$ cat src/rtl/multi_channel_pulse_source_if.sv
// multi_channel_pulse_source_if
//   Configuration inputs and pulse/count outputs of the multi-channel pulse
//   source, bundled as one interface.
//   master : control-register side (drives configuration, reads pulses/counts)
//   slave  : pulse source side
//   Signals: ena, mode, rate, pulse_width, dead_time, seed_load, cnt_clr (cfg)
//            pulse[N_CH], evt_count[N_CH*CNT_W] (status)
interface multi_channel_pulse_source_if #(
    parameter int N_CH   = 4,
    parameter int LFSR_W = 16,
    parameter int PW_W   = 4,
    parameter int DT_W   = 8,
    parameter int CNT_W  = 16
);
    logic                    ena;
    logic                    mode;
    logic [LFSR_W-1:0]       rate;
    logic [PW_W-1:0]         pulse_width;
    logic [DT_W-1:0]         dead_time;
    logic                    seed_load;
    logic                    cnt_clr;
    logic [N_CH-1:0]         pulse;
    logic [N_CH*CNT_W-1:0]   evt_count;

    modport master (
        output ena, mode, rate, pulse_width, dead_time, seed_load, cnt_clr,
        input  pulse, evt_count
    );

    modport slave (
        input  ena, mode, rate, pulse_width, dead_time, seed_load, cnt_clr,
        output pulse, evt_count
    );
endinterface

$ cat src/rtl/multi_channel_pulse_source.sv
// multi_channel_pulse_source
//   N_CH independent pulse channels, each with its own LFSR, an
//   IDLE/HIGH/DEAD sequencer, and a saturating event counter. Random mode
//   triggers when the channel LFSR is below rate; periodic mode triggers
//   after rate+1 idle cycles.
//   Ports: clk, rst (async, active high), cfg_if (slave modport).

// One channel. SEED_CH is the already-fixed (non-zero) seed for this lane.
module multi_channel_pulse_source_ch #(
    parameter int              LFSR_W  = 16,
    parameter logic [LFSR_W-1:0] TAPS  = 16'hB400,
    parameter logic [LFSR_W-1:0] SEED_CH = 16'hACE1,
    parameter int              PW_W    = 4,
    parameter int              DT_W    = 8,
    parameter int              CNT_W   = 16
) (
    input  logic              clk,
    input  logic              rst,
    input  logic              ena_i,
    input  logic              mode_i,
    input  logic [LFSR_W-1:0] rate_i,
    input  logic [PW_W-1:0]   pw_i,
    input  logic [DT_W-1:0]   dt_i,
    input  logic              seed_load_i,
    input  logic              cnt_clr_i,
    output logic              pulse_o,
    output logic [CNT_W-1:0]  cnt_o
);
    localparam int TMR_W = (PW_W > DT_W) ? PW_W : DT_W;

    typedef enum logic [1:0] {IDLE, HIGH, DEAD} state_t;

    state_t            state_q;
    logic [TMR_W-1:0]  tmr_q;
    logic [LFSR_W-1:0] icnt_q;
    logic [LFSR_W-1:0] lfsr_q, lfsr_d;
    logic [DT_W-1:0]   dt_q;
    logic [CNT_W-1:0]  cnt_q;
    logic              pulse_q;
    logic              trig;
    logic [TMR_W-1:0]  pw_eff;

    // Trigger uses the pre-advance LFSR value.
    assign trig   = (state_q == IDLE) && ena_i &&
                    (mode_i ? (icnt_q >= rate_i) : (lfsr_q < rate_i));
    assign pw_eff = (pw_i == '0) ? TMR_W'(1) : TMR_W'(pw_i);

    // Reload wins over advance; a non-zero seed keeps the LFSR off zero.
    always_comb begin
        lfsr_d = lfsr_q;
        if (seed_load_i)
            lfsr_d = SEED_CH;
        else if (ena_i)
            lfsr_d = {lfsr_q[LFSR_W-2:0], ^(lfsr_q & TAPS)};
    end

    always_ff @(posedge clk or posedge rst) begin
        if (rst) begin
            state_q <= IDLE;
            tmr_q   <= '0;
            icnt_q  <= '0;
            lfsr_q  <= SEED_CH;
            dt_q    <= '0;
            cnt_q   <= '0;
            pulse_q <= 1'b0;
        end else begin
            lfsr_q <= lfsr_d;
            case (state_q)
                IDLE: begin
                    if (trig) begin
                        state_q <= HIGH;
                        pulse_q <= 1'b1;
                        tmr_q   <= pw_eff;
                        dt_q    <= dt_i;
                        icnt_q  <= '0;
                    end else if (ena_i && mode_i) begin
                        icnt_q  <= icnt_q + LFSR_W'(1);
                    end
                end
                HIGH: begin
                    if (tmr_q == TMR_W'(1)) begin
                        pulse_q <= 1'b0;
                        if (dt_q != '0) begin
                            state_q <= DEAD;
                            tmr_q   <= TMR_W'(dt_q);
                        end else begin
                            state_q <= IDLE;
                            tmr_q   <= '0;
                            icnt_q  <= '0;
                        end
                    end else begin
                        tmr_q <= tmr_q - TMR_W'(1);
                    end
                end
                DEAD: begin
                    if (tmr_q == TMR_W'(1)) begin
                        state_q <= IDLE;
                        tmr_q   <= '0;
                        icnt_q  <= '0;
                    end else begin
                        tmr_q <= tmr_q - TMR_W'(1);
                    end
                end
                default: begin
                    state_q <= IDLE;
                    pulse_q <= 1'b0;
                end
            endcase
            // Clear beats a coincident trigger.
            if (cnt_clr_i)
                cnt_q <= '0;
            else if (trig && (cnt_q != '1))
                cnt_q <= cnt_q + CNT_W'(1);
        end
    end

    assign pulse_o = pulse_q;
    assign cnt_o   = cnt_q;
endmodule

module multi_channel_pulse_source #(
    parameter int                N_CH   = 4,
    parameter int                LFSR_W = 16,
    parameter logic [LFSR_W-1:0] TAPS   = 16'hB400,
    parameter logic [LFSR_W-1:0] SEED   = 16'hACE1,
    parameter int                PW_W   = 4,
    parameter int                DT_W   = 8,
    parameter int                CNT_W  = 16
) (
    input  logic                         clk,
    input  logic                         rst,
    multi_channel_pulse_source_if.slave  cfg_if
);
    logic [N_CH-1:0]            pulse_w;
    logic [N_CH-1:0][CNT_W-1:0] cnt_w;

    for (genvar i = 0; i < N_CH; i++) begin : g_ch
        localparam logic [LFSR_W-1:0] SRAW = SEED ^ LFSR_W'(i);
        localparam logic [LFSR_W-1:0] SCH  = (SRAW == '0) ? LFSR_W'(1) : SRAW;

        multi_channel_pulse_source_ch #(
            .LFSR_W (LFSR_W),
            .TAPS   (TAPS),
            .SEED_CH(SCH),
            .PW_W   (PW_W),
            .DT_W   (DT_W),
            .CNT_W  (CNT_W)
        ) u_ch (
            .clk        (clk),
            .rst        (rst),
            .ena_i      (cfg_if.ena),
            .mode_i     (cfg_if.mode),
            .rate_i     (cfg_if.rate),
            .pw_i       (cfg_if.pulse_width),
            .dt_i       (cfg_if.dead_time),
            .seed_load_i(cfg_if.seed_load),
            .cnt_clr_i  (cfg_if.cnt_clr),
            .pulse_o    (pulse_w[i]),
            .cnt_o      (cnt_w[i])
        );
    end

    assign cfg_if.pulse     = pulse_w;
    assign cfg_if.evt_count = cnt_w;
endmodule
$ cat src/flat_wrapper.sv
// flat-port wrapper written by rule: the top's interface ports become plain ports
module multi_channel_pulse_source_flat 
#(
    parameter int                N_CH   = 4,
    parameter int                LFSR_W = 16,
    parameter logic [LFSR_W-1:0] TAPS   = 16'hB400,
    parameter logic [LFSR_W-1:0] SEED   = 16'hACE1,
    parameter int                PW_W   = 4,
    parameter int                DT_W   = 8,
    parameter int                CNT_W  = 16
)
  (clk, rst, cfg_if_ena, cfg_if_mode, cfg_if_rate, cfg_if_pulse_width, cfg_if_dead_time, cfg_if_seed_load, cfg_if_cnt_clr, cfg_if_pulse, cfg_if_evt_count);
  multi_channel_pulse_source_if #(.N_CH(N_CH), .LFSR_W(LFSR_W), .PW_W(PW_W), .DT_W(DT_W), .CNT_W(CNT_W)) cfg_if_i ();
  input  logic clk;
  input  logic rst;
  input wire logic [$bits(cfg_if_i.ena)-1:0] cfg_if_ena;
  input wire logic [$bits(cfg_if_i.mode)-1:0] cfg_if_mode;
  input wire logic [$bits(cfg_if_i.rate)-1:0] cfg_if_rate;
  input wire logic [$bits(cfg_if_i.pulse_width)-1:0] cfg_if_pulse_width;
  input wire logic [$bits(cfg_if_i.dead_time)-1:0] cfg_if_dead_time;
  input wire logic [$bits(cfg_if_i.seed_load)-1:0] cfg_if_seed_load;
  input wire logic [$bits(cfg_if_i.cnt_clr)-1:0] cfg_if_cnt_clr;
  output wire logic [$bits(cfg_if_i.pulse)-1:0] cfg_if_pulse;
  output wire logic [$bits(cfg_if_i.evt_count)-1:0] cfg_if_evt_count;
  assign cfg_if_i.ena = cfg_if_ena;
  assign cfg_if_i.mode = cfg_if_mode;
  assign cfg_if_i.rate = cfg_if_rate;
  assign cfg_if_i.pulse_width = cfg_if_pulse_width;
  assign cfg_if_i.dead_time = cfg_if_dead_time;
  assign cfg_if_i.seed_load = cfg_if_seed_load;
  assign cfg_if_i.cnt_clr = cfg_if_cnt_clr;
  assign cfg_if_pulse = cfg_if_i.pulse;
  assign cfg_if_evt_count = cfg_if_i.evt_count;
  multi_channel_pulse_source #(.N_CH(N_CH), .LFSR_W(LFSR_W), .TAPS(TAPS), .SEED(SEED), .PW_W(PW_W), .DT_W(DT_W), .CNT_W(CNT_W)) u_core (.clk(clk), .rst(rst), .cfg_if(cfg_if_i));
endmodule
$ cat config.mk
export PLATFORM = sky130hd
export DESIGN_NAME = multi_channel_pulse_source_flat
export DESIGN_NICKNAME = d
export VERILOG_FILES = /design/src/rtl/multi_channel_pulse_source_if.sv /design/src/rtl/multi_channel_pulse_source.sv /design/src/flat_wrapper.sv
export SDC_FILE = /design/constraint.sdc
export NUM_CORES = 1
export LEC_CHECK = 0
export ABC_AREA = 1
export CORE_MARGIN = 2
export CORE_UTILIZATION = 30
export DETAILED_ROUTE_END_ITERATION = 8
export GPL_TIMING_DRIVEN = 0
export HOLD_SLACK_MARGIN = 0.15
export SLEW_MARGIN = 10
export SYNTH_ARGS = -nofsm -noshare
export SYNTH_HDL_FRONTEND = slang
export SYNTH_HIERARCHICAL = 1
export SYNTH_SLANG_ARGS = --single-unit
$ cat constraint.sdc
create_clock -name clk -period 4.5 [get_ports clk]
set_input_delay 0.675 -clock clk [delete_from_list [all_inputs] [get_ports clk]]
set_output_delay 0.675 -clock clk [all_outputs]
set_load 0.1 [all_outputs]
Yosys cells after proc, flatten, opt, wreduce, memory -nomap -nowiden
Cells that the tools add are included.
{"block": "classes", "n_addsub": 12, "magnitude_cmp": 8, "eq_ne": 36, "mux": 97, "bitwise_logic": 4, "reduce_logical": 55}
{"cell": "2-to-1 mux 16 bit", "n": 36}
{"cell": "case mux 16 bit (3 select lines)", "n": 4}
{"cell": "adder 16 x 1 -> 16 bit (second input constant)", "n": 8}
{"cell": "2-to-1 mux 8 bit", "n": 16}
{"cell": "case mux 8 bit (3 select lines)", "n": 4}
{"cell": "greater-or-equal comparator 16 bit", "n": 4}
{"cell": "less-than comparator 16 bit", "n": 4}
{"cell": "!= test 16 bit (second input constant)", "n": 4}
{"cell": "XOR reduction 16 bit", "n": 4}
{"cell": "equality test 8 x 1 -> 1 bit (second input constant)", "n": 4}
{"cell": "2-to-1 mux 2 bit", "n": 16}
{"cell": "!= test 2 bit (second input constant)", "n": 16}
{"cell": "nonzero test 8 bit", "n": 4}
{"cell": "subtractor 8 x 1 -> 8 bit (second input constant)", "n": 4}
{"cell": "case mux 2 bit (3 select lines)", "n": 4}
{"cell": "AND reduction 3 bit", "n": 8}
{"cell": "AND reduction 5 bit", "n": 4}
{"cell": "AND reduction 2 bit", "n": 8}
{"cell": "logical AND 1 bit", "n": 13}
{"cell": "2-to-1 mux 1 bit", "n": 12}
{"cell": "!= test 3 x 2 -> 1 bit (second input constant)", "n": 4}
{"cell": "case mux 1 bit (3 select lines)", "n": 4}
{"cell": "nonzero test 3 bit", "n": 4}
{"cell": "nonzero test 2 bit", "n": 5}
{"cell": "other kinds (6)", "n": 18}
{"block": "word_totals", "register_bits": 268, "out_inout_bits": 68, "wordCells": 240}

Logic depth before layout (Yosys ltp)
Gate-level depths: netlist of the first run.
{"block": "logic_depth", "depth_word": 6, "mapped_depth": 17, "depth_no_buf": 16}

Modules after synthesis
The synthesis of the first run kept the hierarchy.
{"module": "multi_channel_pulse_source_ch at u_core.g_ch[2].u_ch", "instances": 1, "cells_each": 622, "area_each_um2": 4693.3, "seq_area_each_um2": 1687.9}
{"module": "multi_channel_pulse_source_ch at u_core.g_ch[1].u_ch", "instances": 1, "cells_each": 621, "area_each_um2": 4675.7, "seq_area_each_um2": 1685.4}
{"module": "multi_channel_pulse_source_ch at u_core.g_ch[0].u_ch", "instances": 1, "cells_each": 621, "area_each_um2": 4658.2, "seq_area_each_um2": 1686.6}
{"module": "multi_channel_pulse_source_ch at u_core.g_ch[3].u_ch", "instances": 1, "cells_each": 615, "area_each_um2": 4620.7, "seq_area_each_um2": 1686.6}

Worst setup path after synthesis of the first run
Ideal clock, no wire load.
{"block": "synth_path", "kind": "register to register", "start": "register u_core.g_ch[2].u_ch.cnt_q[0]", "end": "register u_core.g_ch[2].u_ch.cnt_q[2]", "t_arrival_ps": 2400, "setup_slack_ps": 2031, "stages_incl_launch_ff": 9, "n_path_buf": 1, "synth_period_minus_slack_ps": 2469, "cell_sequence": "dfrtp_1 ha_1 nand2_1 nor2_1 nand2_1 o211ai_2 buf_2 nand3_1 nand2_1"}
{"block": "synth_between", "elab_chain_len": 3, "word_cells_on_any_way": 6, "classes_between": "1 x add/sub; 1 x eq/ne; 2 x mux; 2 x reduce/logical"}
{"element": "start: declaration", "line": "multi_channel_pulse_source.sv:38", "text": "logic [CNT_W-1:0] cnt_q;"}
{"element": "start signal: assignment", "line": "multi_channel_pulse_source.sv:113", "text": "cnt_q <= cnt_q + CNT_W'(1);"}
{"element": "adder 16 x 1 -> 16 bit / != test 16 bit (equally long branches)", "line": "multi_channel_pulse_source.sv:113, multi_channel_pulse_source.sv:112"}
{"element": "2-to-1 mux 16 bit / logical AND 1 bit (equally long branches)", "line": "multi_channel_pulse_source.sv:112", "text": "else if (trig && (cnt_q != '1))"}
{"element": "2-to-1 mux 16 bit / nonzero test 2 bit (equally long branches)"}
Several ways; a longest one is shown, not always the timed one. The select of a mux whose other input is x is not followed.
A chain may end at the register's enable or synchronous reset.

Final worst setup path of the first run
{"block": "layout_path", "start": "input cfg_if_rate[15]", "end": "register u_core.g_ch[1].u_ch.icnt_q[1]"}
{"block": "layout_between", "elab_chain_len": 5, "word_cells_on_any_way": 8, "classes_between": "2 x order compare; 1 x eq/ne; 3 x mux; 2 x reduce/logical"}
{"element": "start: declaration", "line": "flat_wrapper.sv:18", "text": "input wire logic [$bits(cfg_if_i.rate)-1:0] cfg_if_rate;"}
{"element": "less-than comparator 16 bit / greater-or-equal comparator 16 bit (equally long branches)", "line": "multi_channel_pulse_source.sv:45", "text": "(mode_i ? (icnt_q >= rate_i) : (lfsr_q < rate_i));"}
{"element": "2-to-1 mux 1 bit (*)", "line": "multi_channel_pulse_source.sv:45"}
{"element": "logical AND 1 bit (*)", "line": "multi_channel_pulse_source.sv:44", "text": "assign trig = (state_q == IDLE) && ena_i &&"}
{"element": "!= test 3 x 2 -> 1 bit (no source line) / 2-to-1 mux 16 bit (equally long branches)"}
{"element": "AND reduction 5 bit (no source line) / case mux 16 bit (3 select lines) (equally long branches)"}
{"element": "end signal: assignment", "line": "multi_channel_pulse_source.sv:77", "text": "icnt_q <= icnt_q + LFSR_W'(1);"}
{"element": "end: declaration", "line": "multi_channel_pulse_source.sv:35", "text": "logic [LFSR_W-1:0] icnt_q;"}
Every way passes the cells marked *; elsewhere a longest branch is shown, timed or not.

==> results of run 1 <==
## cells in the final DEF (no fill, tap or decap), types with 5 or more instances in the layout
cell,instances
xor2_1,92
clkinv_1,11
o22ai_1,42
dfstp_2,32
nor3b_1,9
nand2_4,14
clkdlybuf4s50_1,100
nor3_1,38
bufinv_16,7
buf_4,15
ha_1,156
nand2_1,652
nand3b_1,11
buf_2,15
dfrtp_1,236
a21oi_1,102
o21ai_2,25
inv_1,298
nand2_2,15
clkbuf_1,18
nand4_1,18
clkinv_2,6
buf_6,8
clkbuf_16,38
clkbuf_8,7
xnor2_1,33
o21ai_0,61
a22oi_1,27
nor2_1,286
o21bai_1,8
inv_4,5
nand3_1,197
## kinds of logic (layout without fill, tap and decap cells)
kind of cell / after synthesis / count (layout) / share of synthesized area [%]
simple gates: 1265 / 1265 / 29.3
compound gates: 294 / 294 / 10.0
flops: 268 / 268 / 36.2
xor+xnor: 125 / 125 / 5.87
buf+inv: 371 / 540 / 8.21
fa+ha+maj: 156 / 156 / 10.5
## worst max-delay path, delay by kind of cell
kind	cells	cell delay [ns]
adders and majority gates	1	0.32
AOI/OAI and AO/OA	1	0.35
buffers and inverters	4	1.06
and+or+nand+nor	10	1.09
## power groups by stage
stage	logic [mW]	registers (mW)	clock network [mW]
after CTS	3.46	3.03	3.35
after global placement	3.41	3.07	0
after floorplan	2.45	3.15	0
final	3.43	3.03	3.24
after detailed placement	3.44	3.07	0
after global routing	3.86	3.08	3.44
## area by class of cell
type                            count  share of cell area, %
Multi-Input combinational cell   1840                   46.8
Sequential cell                   268                   30.5
Inverter                          318                   5.45
Timing Repair Buffer              104                   4.98
Clock buffer                       48                   4.78
Tap cell                          837                   4.73
Buffer                             53                   1.51
Clock inverter                     17                   1.27
## per-layer routing
metal	share of wire, %	vias to the layer above	track usage [%]
li1	-	8283	-
met1	45	7615	20.8
met2	47	353	27.0
met3	4.9	84	2.52
met4	3.0	0	5.87
met5	0	-	0
## state kept, by name (all words and copies together), names as in the netlist
register,flops
u_core/g_ch.u_ch/cnt_o,64
u_core/g_ch.u_ch/icnt_q,64
u_core/g_ch.u_ch/lfsr_q,64
u_core/g_ch.u_ch/dt_q,32
u_core/g_ch.u_ch/tmr_q,32
u_core/g_ch.u_ch/state_q,8
u_core/g_ch.u_ch/pulse_o,4
## worst max-delay path by stage
stage / endpoint / slack [ns] / depth (start not counted)
4_1_cts: u_core/g_ch[1].u_ch/icnt_q[4]$_DFFE_PP0P_ / 1.45 / 16
2_1_floorplan: u_core/g_ch[2].u_ch/cnt_o[2]$_DFFE_PP0P_ / 2.03 / 8
6_report: u_core/g_ch[1].u_ch/icnt_q[1]$_DFFE_PP0P_ / 1.42 / 16
3_5_place_dp: u_core/g_ch[3].u_ch/icnt_q[6]$_DFFE_PP0P_ / 0.86 / 16
5_1_grt: u_core/g_ch[1].u_ch/icnt_q[2]$_DFFE_PP0P_ / 1.16 / 16
3_3_place_gp: u_core/g_ch[1].u_ch/lfsr_q[2]$_DFFE_PP0P_ / 0.31 / 2
==> results.toml, run 1 <==
[power_and_ir_drop]
pwr-share-seq_pct = 31.2
p_clk_share_pct = 33.4
p_leak_nw = 10.8
sw_frac_of_total_pct = 38.5
finalPower_mw = 9.70
p_comb_share_pct = 35.4
internal-power_mw = 5.96
ir_worst_vdd_uv = 225
power.density_mw_per_mm2 = 438
p_switching_mw = 3.74

[clock_tree]
post_cts_resized = 0
clk_path_buf_depth = 3
cts.sinks = 268
clk_pin_slew_worst_paths_ns = 0.06
clock_latency_ns = 0.56
cts-buffers-inserted = 36
postCtsHoldBufs = 0
clockRootBuffer = "clkbuf_16"
htreeDepth = 2
cts_tree = "done"
cts_setup_buffers = 0

[die]
dieArea_mm2 = 0.0642
die_h_um = 253
pin_count = 102
coreArea_mm2 = 0.0616
start_util_pct = 30.3
fp-row-count = 91
die_x_um = 253

[place]
place_inst = 3420
place.port_buffers = 100
post-place-ws_ns = 0.860
placed_cell_area_mm2 = 0.0208
gp_congestion = 0.818
place_hpwl_mm = 36.7

[worst_setup_path]
ff2ff_path_depth = 14
worst_path_max_delay_cell = "clkdlybuf4s50_1"
crit_type = "input port to register"
start_kind = "input port"
crit_path_end_kind = "register"
cp.arrival_ns = 3.52
critPathMaxStageDelay_ns = 0.73
crit_top_cell = "nand2_1"
setup.reg_to_reg.worst_slack_ns = 1.97
critPathMaxFanout = 10
worstSetupStartpoint = "cfg_if_rate[15]"
reg2reg_from = "u_core/g_ch[1].u_ch/lfsr_q[5]$_DFFE_PP1P_"
timing.rr.end = "u_core/g_ch[1].u_ch/icnt_q[1]$_DFFE_PP0P_"
path_cells = "clkdlybuf4s50_1 > inv_1 > ha_1 > nand2_1 > nor2_2 > and2_1 > nand2_1 > clkinv_1 > nand2_2 > a21oi_4 > nand2_4 > nand3_4 > nand2_4 > buf_6 > nand2_1 > nand2_1"
cp.required_ns = 4.94

[global_route]
grt-ovfl-total = 0
antenna_found_initial = 0
grt_pass1_wl_mm = 83.2
grt_max_degree = 52
grt_use_total_pct = 16.1
grt_pass1_vias = 15900

[sta]
period_share_pct = 68.5
fin_hold_ws_ns = 0.488
layout_setup_ws_ns = 1.42
worstMarginPinSlew_ns = 1.17
finalSetupViolCount = 0
min_period_ns = 3.08
rsz0062_at_grt = "no"
maxSlewViolCount = 0
hold_viol = 0
fmax_ghz = 0.324
finalSetupTns_ns = 0
relSlewSlack_pct = 21.8
fin_skew_ns = 0.0183

[logic_synthesis]
synth.net_count = 2669
netlist_instances = 2479
netlist_area_mm2 = 0.0186
yosys.area.top_type = "dfrtp_1"
synth_edf_count = 0
netlist-cell-type-count = 52
synth_seq_cells = 268
ys_async_sr_fraction_pct = 100
synthMostInstantiatedCell = "nand2_1"
synth-main-ff-cell = "dfrtp_1"
post-synth-top-area-fraction_pct = 31.7
yosys-top-cells-count = "652 x nand2_1, 302 x inv_1, 286 x nor2_1"
synth_area_leaders = "dfrtp_1 32%, nand2_1 13%, ha_1 10%, inv_1 6.1%, nor2_1 5.8%"
seq_area_frac_synth_pct = 36.2
yosys_warnings = 6
synth.avg_cell_area_um2 = 7.52

[final_layout]
postLayoutCoreUtil_pct = 36.0
nets = 2811
multi_input_area_mm2 = 0.0104
finalNonFillerCells = 3485
num-fill-cells = 6486
synthToLayoutAreaGrowth_pct = 18.8
final_area_mm2 = 0.0221
drive_gt1_share_pct = 8.61
seq_area_mm2 = 0.00675
diodes = 0

[routing]
route.vias.total = 16300
route.detailed.drc = 0
drt-total-wl_mm = 50.3
via_per_inst = 4.69
drt_iter0_markers = 912
ant_nets = 0
dr.pass1.iters = 5
wire_per_inst_um = 14.4

[min_path]
hp-start = "u_core/g_ch[2].u_ch/tmr_q[6]$_DFFE_PP0P_"
holdPathEnd = "u_core/g_ch[2].u_ch/tmr_q[6]$_DFFE_PP0P_"
hold_path_depth = 2
hp-class = "register to register"

[run_status]
outcome = "finished, final reports clean"

[run]
maxCapViolCount = 0
Power figures use the tool's default switching activity.
==> run 2, diff against run 1 <==
==> constraint.sdc (replaced) <==
create_clock -name clk -period 2.9 [get_ports clk]
set_input_delay 0.435 -clock clk [delete_from_list [all_inputs] [get_ports clk]]
set_output_delay 0.435 -clock clk [all_outputs]
set_load 0.1 [all_outputs]
==> run 2 against run 1 <==
Effect of this change: worst hold slack got worse by 0.16 ns; clock skew rose by 0.0015 ns; setup slack got worse by 1.2 ns; routed wire length barely moved; register-to-register slack got worse by 1.6 ns; cell area rose by 0.11%; first-iteration DRC count fell by 3.7%; critical endpoint is now u_core/g_ch[1].u_ch/icnt_q[4]$_DFFE_PP0P_; largest power group unchanged.
==> results.toml, run 2 (same netlist as run 1, synthesis figures left out) <==
[run_status]
outcome = "finished, final reports clean"

[power_and_ir_drop]
pwr-share-seq_pct = 31.2
sw_frac_of_total_pct = 38.5
p_leak_nw = 10.9
finalPower_mw = 15.0
p_switching_mw = 5.80
p_comb_share_pct = 35.3
ir_worst_vdd_uv = 349
power.density_mw_per_mm2 = 679
p_clk_share_pct = 33.4
internal-power_mw = 9.25

[worst_setup_path]
reg2reg_from = "u_core/g_ch[1].u_ch/icnt_q[15]$_DFFE_PP0P_"
worstSetupStartpoint = "cfg_if_rate[3]"
timing.rr.end = "u_core/g_ch[1].u_ch/icnt_q[4]$_DFFE_PP0P_"
setup.reg_to_reg.worst_slack_ns = 0.39
crit_type = "input port to register"
cp.arrival_ns = 3.15
crit_path_end_kind = "register"
critPathMaxFanout = 10
ff2ff_path_depth = 14
start_kind = "input port"
cp.required_ns = 3.34

[die]
start_util_pct = 30.3
fp-row-count = 91
dieArea_mm2 = 0.0642
die_h_um = 253
pin_count = 102
coreArea_mm2 = 0.0616
die_x_um = 253

[clock_tree]
clk_path_buf_depth = 3
clock_latency_ns = 0.56
clockRootBuffer = "clkbuf_16"
cts-buffers-inserted = 36
cts_tree = "done"
cts_setup_buffers = 0
htreeDepth = 2
cts.sinks = 268
clk_pin_slew_worst_paths_ns = 0.06

[sta]
min_period_ns = 2.71
layout_setup_ws_ns = 0.189
fin_skew_ns = 0.0198
finalSetupViolCount = 0
hold_viol = 0
fin_hold_ws_ns = 0.332
maxSlewViolCount = 0
fmax_ghz = 0.369
period_share_pct = 93.5
rsz0062_at_grt = "no"
worstMarginPinSlew_ns = 1.17
relSlewSlack_pct = 21.7

[place]
place_hpwl_mm = 36.7
place.port_buffers = 100
post-place-ws_ns = -0.500
gp_congestion = 0.818
placed_cell_area_mm2 = 0.0208

[min_path]
holdPathEnd = "u_core/g_ch[0].u_ch/cnt_o[13]$_DFFE_PP0P_"
hp-start = "cfg_if_cnt_clr"
hold_path_depth = 4
hp-class = "input port to register"

[final_layout]
drive_gt1_share_pct = 8.76
synthToLayoutAreaGrowth_pct = 18.9
final_common_cell = "nand2_1"
final_cell_mix = "648 x nand2_1, 298 x inv_1, 286 x nor2_1"
final_area_mm2 = 0.0222
nets = 2811
diodes = 0
postLayoutCoreUtil_pct = 36.0

[global_route]
grt_max_degree = 52
antenna_found_initial = 0
grt-ovfl-total = 0
grt_pass1_wl_mm = 83.2
grt_use_total_pct = 16.1
grt_pass1_vias = 15900

[routing]
via_per_inst = 4.68
drt-total-wl_mm = 50.3
drt_iter0_markers = 878
wire_per_inst_um = 14.4
route.vias.total = 16300
ant_nets = 0
dr.pass1.iters = 5
route.detailed.drc = 0

[run]
maxCapViolCount = 0
[run 2: changes by cell type in the layout (fill, tap and decap cells not counted), sizes merged]
cell | previous run | this run
clkdlybuf4s50 | 100 | 94
dlymetal6s2s | 0 | 6
[run 2: timing repair]
action	4_1_cts	5_1_grt
setup endpoints to repair	0	80
gates resized for setup	0	10
hold buffers	0	0
[run 2: cell type report]
| type | instances | area (um2) |
|---|---|---|
| multi-input cells | 1840 | 10400 |
| plain buffers | 53 | 334 |
| repair buffers | 104 | 1120 |
| clock inverters | 17 | 280 |
| flip-flops and latches | 268 | 6750 |
| well taps | 837 | 1050 |
| inverters | 318 | 1210 |
| fillers | 6480 | 39400 |
| clock buffers | 48 | 1060 |
[run 2: layer usage]
layer	share of wire [%]	track usage [%]
met1	45	20.8
met2	47	27.0
met3	5.0	2.52
met4	3.0	5.87
met5	0	0
[run 2: through the flow]
stage	std cells	TNS, ns
final	3485	0
after detailed placement	3420	-70.82
after global placement	3416	-294.89
after global routing	3485	0
after floorplan	2479	0
after CTS	3485	0
[run 2: worst max-delay path by stage]
| stage | to | slack (ns) | depth (start not counted) |
|---|---|---|---|
| after floorplan | u_core/g_ch[2].u_ch/cnt_o[2]$_DFFE_PP0P_ | 0.43 | 8 |
| after global placement | u_core/g_ch[1].u_ch/lfsr_q[2]$_DFFE_PP0P_ | -1.05 | 2 |
| after detailed placement | u_core/g_ch[3].u_ch/icnt_q[6]$_DFFE_PP0P_ | -0.50 | 16 |
| after CTS | u_core/g_ch[1].u_ch/icnt_q[4]$_DFFE_PP0P_ | 0.09 | 16 |
| after global routing | u_core/g_ch[1].u_ch/icnt_q[2]$_DFFE_PP0P_ | 0.01 | 15 |
| final | u_core/g_ch[1].u_ch/icnt_q[4]$_DFFE_PP0P_ | 0.19 | 15 |
[run 2: critical path, cell delays in order]
cell and delay (ns):
clkdlybuf4s50_1 0.76, inv_1 0.13, ha_1 0.32, nand2_1 0.07, nor2_1 0.10, nor2_1 0.05, nand2_1 0.09, nand2_2 0.08
a21oi_4 0.34, nand2_4 0.20, nand3_4 0.17, nand2_4 0.10, buf_6 0.16, nand2_1 0.06, nand2_1 0.05
[run 2: power groups by stage]
stage	sequential [mW]	combinational, mW	clock, mW
after CTS	4.70	5.37	5.20
after global routing	4.78	5.99	5.33
after detailed placement	4.76	5.34	0
after floorplan	4.89	3.80	0
after global placement	4.76	5.29	0
final	4.70	5.32	5.03
